File: src/rtl/alu_cmd_sequencer_pkg.sv
// Shared types and constants for the ALU command sequencer: instruction layout,
// sequencer states and the opcode values understood by the ALU decoder.
package alu_seq_pkg;

  localparam int INSTR_W  = 48;

  localparam int OPC_MSB  = 47;
  localparam int OPC_LSB  = 44;
  localparam int SEL_BIT  = 43;
  localparam int BSEL_MSB = 42;
  localparam int BSEL_LSB = 41;
  localparam int ADR_MSB  = 40;
  localparam int ADR_LSB  = 35;
  localparam int END_BIT  = 34;
  localparam int RSV_MSB  = 33;
  localparam int RSV_LSB  = 32;
  localparam int A_MSB    = 31;
  localparam int A_LSB    = 0;

  typedef enum logic [2:0] {
    IDLE  = 3'd0,
    FETCH = 3'd1,
    ISSUE = 3'd2,
    HOLD  = 3'd3,
    DONE  = 3'd4
  } seq_state_t;

  localparam logic [3:0] OP_ADD  = 4'b0000;
  localparam logic [3:0] OP_SUB  = 4'b0001;
  localparam logic [3:0] OP_MULT = 4'b0010;
  localparam logic [3:0] OP_ADDI = 4'b0111;

endpackage

File: src/rtl/alu_cmd_sequencer_imem.sv
// Program store: DEPTH x INSTR_W RAM, one write port, registered read port.
// The read register clears on reset so the command fields start at zero.
module alu_seq_imem
  import alu_seq_pkg::*;
#(
  parameter int DEPTH = 64,
  localparam int AW = $clog2(DEPTH)
) (
  input  logic               clk,
  input  logic               reset,
  input  logic               wr_en,
  input  logic [AW-1:0]      wr_addr,
  input  logic [INSTR_W-1:0] wr_data,
  input  logic               rd_en,
  input  logic [AW-1:0]      rd_addr,
  output logic [INSTR_W-1:0] rd_data
);

  logic [INSTR_W-1:0] mem [DEPTH];

  always_ff @(posedge clk) begin
    if (wr_en) begin
      mem[wr_addr] <= wr_data;
    end
  end

  // Only updates on a fetch, so the issued fields stay stable through ISSUE and HOLD.
  always_ff @(posedge clk) begin
    if (reset) begin
      rd_data <= '0;
    end else if (rd_en) begin
      rd_data <= mem[rd_addr];
    end
  end

endmodule

File: src/rtl/alu_cmd_sequencer.sv
// Issues a stored ALU program one command at a time over valid/ready with a hold window.
// Build option SEQ_LOOP_EN adds loop_count to repeat the program loop_count+1 times.
module alu_cmd_sequencer
  import alu_seq_pkg::*;
#(
  parameter int DEPTH       = 64,
  parameter int HOLD_CYCLES = 2,
  localparam int AW = $clog2(DEPTH)
) (
  input  logic               clk,
  input  logic               reset,
  input  logic               start,
  input  logic               abort,
`ifdef SEQ_LOOP_EN
  input  logic [7:0]         loop_count,
`endif
  input  logic               pw_en,
  input  logic [AW-1:0]      pw_addr,
  input  logic [INSTR_W-1:0] pw_data,
  output logic               pw_err,
  output logic               busy,
  output logic               done,
  output logic [AW-1:0]      pc,
  output logic               cmd_valid,
  input  logic               cmd_ready,
  output logic [3:0]         opcode,
  output logic               sel,
  output logic [1:0]         bsel,
  output logic [5:0]         adr,
  output logic [31:0]        A
);

  localparam int HW = (HOLD_CYCLES > 1) ? $clog2(HOLD_CYCLES) : 1;

  seq_state_t         state_q;
  seq_state_t         state_d;
  logic [HW-1:0]      hold_cnt;
  logic [INSTR_W-1:0] instr;
  logic               rd_en;
  logic               wr_ok;
  logic               hold_last;
  logic               prog_end;
  logic               more_loops;
  logic               unused_rsv;

  alu_seq_imem #(.DEPTH(DEPTH)) u_imem (
    .clk     (clk),
    .reset   (reset),
    .wr_en   (pw_en && wr_ok),
    .wr_addr (pw_addr),
    .wr_data (pw_data),
    .rd_en   (rd_en),
    .rd_addr (pc),
    .rd_data (instr)
  );

  assign opcode     = instr[OPC_MSB:OPC_LSB];
  assign sel        = instr[SEL_BIT];
  assign bsel       = instr[BSEL_MSB:BSEL_LSB];
  assign adr        = instr[ADR_MSB:ADR_LSB];
  assign A          = instr[A_MSB:A_LSB];
  assign unused_rsv = ^instr[RSV_MSB:RSV_LSB];

  assign hold_last  = (hold_cnt == HW'(HOLD_CYCLES - 1));
  // The last physical entry ends the pass even without END: no wrap-around.
  assign prog_end   = instr[END_BIT] || (pc == AW'(DEPTH - 1));

`ifdef SEQ_LOOP_EN
  logic [7:0] loop_rem;
  assign more_loops = (loop_rem != 8'd0);
`else
  assign more_loops = 1'b0;
`endif

  always_ff @(posedge clk) begin
    if (reset) begin
      state_q <= IDLE;
    end else begin
      state_q <= state_d;
    end
  end

  always_comb begin
    state_d = state_q;
    if (abort) begin
      state_d = IDLE;
    end else begin
      case (state_q)
        IDLE:    if (start) state_d = FETCH;
        FETCH:   state_d = ISSUE;
        ISSUE:   if (cmd_ready) state_d = HOLD;
        HOLD:    if (hold_last) state_d = (prog_end && !more_loops) ? DONE : FETCH;
        DONE:    state_d = IDLE;
        default: state_d = IDLE;
      endcase
    end
  end

  always_comb begin
    busy      = (state_q != IDLE);
    done      = (state_q == DONE);
    cmd_valid = (state_q == ISSUE);
    rd_en     = (state_q == FETCH);
    wr_ok     = (state_q == IDLE) || (state_q == DONE);
  end

  always_ff @(posedge clk) begin
    if (reset) begin
      pc       <= '0;
      hold_cnt <= '0;
      pw_err   <= 1'b0;
`ifdef SEQ_LOOP_EN
      loop_rem <= 8'd0;
`endif
    end else begin
      pw_err <= pw_en && !wr_ok;
      if (!abort) begin
        case (state_q)
          IDLE: begin
            if (start) begin
              pc <= '0;
`ifdef SEQ_LOOP_EN
              loop_rem <= loop_count;
`endif
            end
          end
          ISSUE: hold_cnt <= '0;
          HOLD: begin
            if (!hold_last) begin
              hold_cnt <= hold_cnt + HW'(1);
            end else if (!prog_end) begin
              pc <= pc + AW'(1);
            end else if (more_loops) begin
              pc <= '0;
`ifdef SEQ_LOOP_EN
              loop_rem <= loop_rem - 8'd1;
`endif
            end
          end
          default: ;
        endcase
      end
    end
  end

endmodule
File: config.mk
export PLATFORM = sky130hd
export DESIGN_NAME = alu_cmd_sequencer
export DESIGN_NICKNAME = d
export VERILOG_FILES = /design/src/rtl/alu_cmd_sequencer_pkg.sv /design/src/rtl/alu_cmd_sequencer_imem.sv /design/src/rtl/alu_cmd_sequencer.sv
export SDC_FILE = /design/constraint.sdc
export NUM_CORES = 2
export LEC_CHECK = 0
export CORE_UTILIZATION = 57
export CTS_BUF_LIST = sky130_fd_sc_hd__clkbuf_2
export CTS_CLUSTER_SIZE = 24
export DETAILED_ROUTE_END_ITERATION = 16
export PLACE_DENSITY_LB_ADDON = 0.2
export SYNTH_ARGS = -nofsm -noshare
export SYNTH_HDL_FRONTEND = slang
export SYNTH_SLANG_ARGS = --single-unit
File: constraint.sdc
create_clock -name clk -period 9.4 [get_ports clk]
set_input_delay 1.88 -clock clk [delete_from_list [all_inputs] [get_ports clk]]
set_output_delay 1.88 -clock clk [all_outputs]
set_load 0.05 [all_outputs]
==> results.toml <==
[outcome]
run_status = "completed"

[critical_path]
cp-end-kind = "output port"
crit_arrival_ps = 4330
critical_path_class = "flop to output port"
start_kind = "flop"
cp.required_ps = 7520
cp_max_fo = 7

[route]
wire_per_inst_um = 34.0
route.vias.total = 59100
ant_nets = 0
drc = 0
via_per_inst = 6.55
drtIter0Drc = 7752
wirelength_mm = 307
drt-pass1-iter-count = 8

[sta]
max_freq_ghz = 0.161
relSlewSlack_pct = 6.56
slew_viol_final = 0
fin_tns_setup_ps = 0
period_share_pct = 66.1
tightest_slew_ps = 1380
fin_ws_ps = 3190
period_needed_ps = 6210
fin_skew_ps = 170
setup_viol = 0
hold_viol = 0
rsz0062_at_grt = "false"

[cells_and_area]
final_util_pct = 62.7
fin_area_mm2 = 0.125
nets = 5868
layout-drive-gt1-share_pct = 32.9
instances_no_fill = 9027
area_growth_pct = 9.22

[pwr]
p_leak_nw = 38.6
seq_power_share_pct = 63.0
power_frac_comb_pct = 1.7
switching_power_w = 0.00542
clkPwrFrac_pct = 35.3
power.density_mw_per_mm2 = 187
switching_share_pct = 23.2
ir_drop_uv = 109
p_int_w = 0.0180

[run]
maxCapViolCount = 0

[placed_design]
dp_hpwl_mm = 165
dp_slack_ps = 3660
place.gp.congestion = 0.820
numPortBuffers = 112
dp_cells = 7729
place_area_mm2 = 0.119

[cts]
post-cts-setup-buffers = 0
cts_made_buffers = 732
ctsHoldBuffers = 0
worst_skew_pair.late_latency_ps = 1920
clockBufferDepth = 4
htreeDepth = 6
clk_pin_slew_worst_paths_ps = 90
clock_sinks = 3001
cts_tree = "built"
ctsRootBufferMaster = "clkbuf_2"
postCtsResizedCells = 0

[synth]
ys_seq_elements = 3001
synthAdderAreaFrac_pct = 0.0109
synthFlopType = "edfxtp_1"
synth_compound_area_share_pct = 2.72
ys_types = 56
synth_area_mm2 = 0.115
async_flop_share_pct = 0
synthMuxAreaShare_pct = 16.1
synth-simple-area-share_pct = 1.37
synth_top_family_by_area = "multiplexers"
seq_area_frac_synth_pct = 78.1
ys_warn_count = 0
syn-num-nets = 5200
synth_cells = 5139
syn_area_per_cell_um2 = 22.3
synth-edff-count = 2944
yosys.area_share.xor_xnor_pct = 0.0306

[die]
dieWidth_um = 450
io_pins = 115
fp.coreArea_mm2 = 0.200
die-area_mm2 = 0.203
fp.dieH_um = 450
initial_core_util_pct = 57.4
row_count = 164

[worst_hold_path]
worstHoldPathType = "flop to flop"

[global_routing]
grt_overflow = 0
antenna_found_initial = 29
grt_pass1_wl_mm = 430
grt_pass1_vias = 59000
grt_max_degree = 128
grt_util_all_layers_pct = 30.3
==> final cells by class <==
class	count	area, µm²
Inverter	5	25.0
Timing Repair Buffer	264	2130
Fill cell	13900	74500
Multi-Input combinational cell	1803	23800
Sequential cell	3001	89600
Antenna cell	26	65.1
Clock inverter	198	922
Clock buffer	1074	5380
Tap cell	2656	3320
==> through the flow <==
| stage | hold WS [ps] | power, W |
|---|---|---|
| after floorplan | 434 | 0.0152 |
| after global placement | 491 | 0.0154 |
| after detailed placement | 502 | 0.0155 |
| after CTS | 376 | 0.0236 |
| after global routing | 443 | 0.0242 |
| final | 521 | 0.0234 |
==> Yosys cell counts, drive strengths merged (5+ instances only) <==
library cell,number,area (µm²)
o211ai,13,97.6
o22a,8,70.1
nand2,159,597
a2111oi,22,193
buf,224,1430
dfxtp,57,1140
a31o,6,52.6
edfxtp,2944,88400
or2,9,56.3
nand3,10,50.1
o221ai,20,175
o221a,6,67.6
mux2i,312,3120
a22oi,40,300
a211o,7,61.3
inv,5,18.8
a221oi,12,105
a221o,22,220
and2,9,56.3
o31ai,5,37.5
nand2b,8,50.1
o22ai,73,457
nor2,139,522
mux2,9,101
mux4,677,15200
o311ai,23,201
a21oi,68,340
o2111ai,17,149
a211oi,31,238
a31oi,17,106
o21ai,31,155
nor2b,10,62.6
clkbuf,106,398
nand3b,5,37.5
==> power by group through the flow <==
stage	combinational, W	clock [W]	sequential [W]
6_report	0.000393	0.00825	0.0148
5_1_grt	0.000415	0.00905	0.0148
4_1_cts	0.000393	0.00841	0.0148
3_5_place_dp	0.000393	0	0.0151
3_3_place_gp	0.000374	0	0.0151
2_1_floorplan	0.000114	0	0.0150
==> placed cells by master (no fill, tap or decap), types with 7 or more instances in the layout <==
cell type,synthesis,final
edfxtp_1,2944,2944
clkbuf_2,0,1074
mux4_2,677,677
mux2i_1,312,312
clkinv_1,0,162
nand2_1,159,159
buf_4,92,144
o22ai_1,73,73
nor2_1,139,71
a21oi_1,68,68
nor2_4,0,66
clkdlybuf4s50_1,0,66
dfxtp_1,57,52
buf_2,83,46
a22oi_1,40,40
a211oi_1,30,30
diode_2,0,26
o311ai_1,23,23
a221o_1,22,22
o21ai_0,22,22
a2111oi_0,22,21
o221ai_1,20,20
inv_2,1,18
a31oi_1,17,17
o2111ai_1,17,17
o211ai_1,13,13
a221oi_1,12,12
clkinv_2,0,11
nand3_1,10,9
o21ai_1,9,9
mux2_2,9,9
or2_1,8,8
o22a_1,8,8
buf_12,0,8
nand2b_1,8,7
a211o_1,7,7
==> state kept, by name, summed over array words and instances, names as in the netlist <==
| register | cells |
|---|---|
| u_imem.mem | 2944 |
| hold_cnt | 1 |
| state_q | 3 |
| pw_err | 1 |
| u_imem.rd_data | 46 |
| pc | 6 |
==> kinds of logic after synthesis <==
logic type | after synthesis
compound gates | 432
xor+xnor | 4
fa+ha+maj | 1
buf+inv | 335
flops | 3001
mux | 998
simple gates | 368
==> layer usage <==
metal	GRT usage, %	part of all wire, %	vias up
met5	0	0.0075	-
met1	42.2	38	31100
met3	7.22	11	595
met4	13.3	4.0	4
li1	-	-	23600
met2	46.3	48	3866
==> worst max-delay path: stages (launching register included) <==
cell and delay, ps:
dfxtp_1 440, inv_1 160, nor3_1 850, clkdlybuf4s50_1 970
==> path summary, 6_finish.rpt <==
path              start            endpoint  slack, ps  cells after the start
max          state_q[2]                done       3190                      3
min reg2reg    hold_cnt            hold_cnt        520                      2
max reg2reg       pc[1]  u_imem.rd_data[20]       4910                      7
min            hold_cnt            hold_cnt        520                      2
Power figures use the tool's default switching activity.
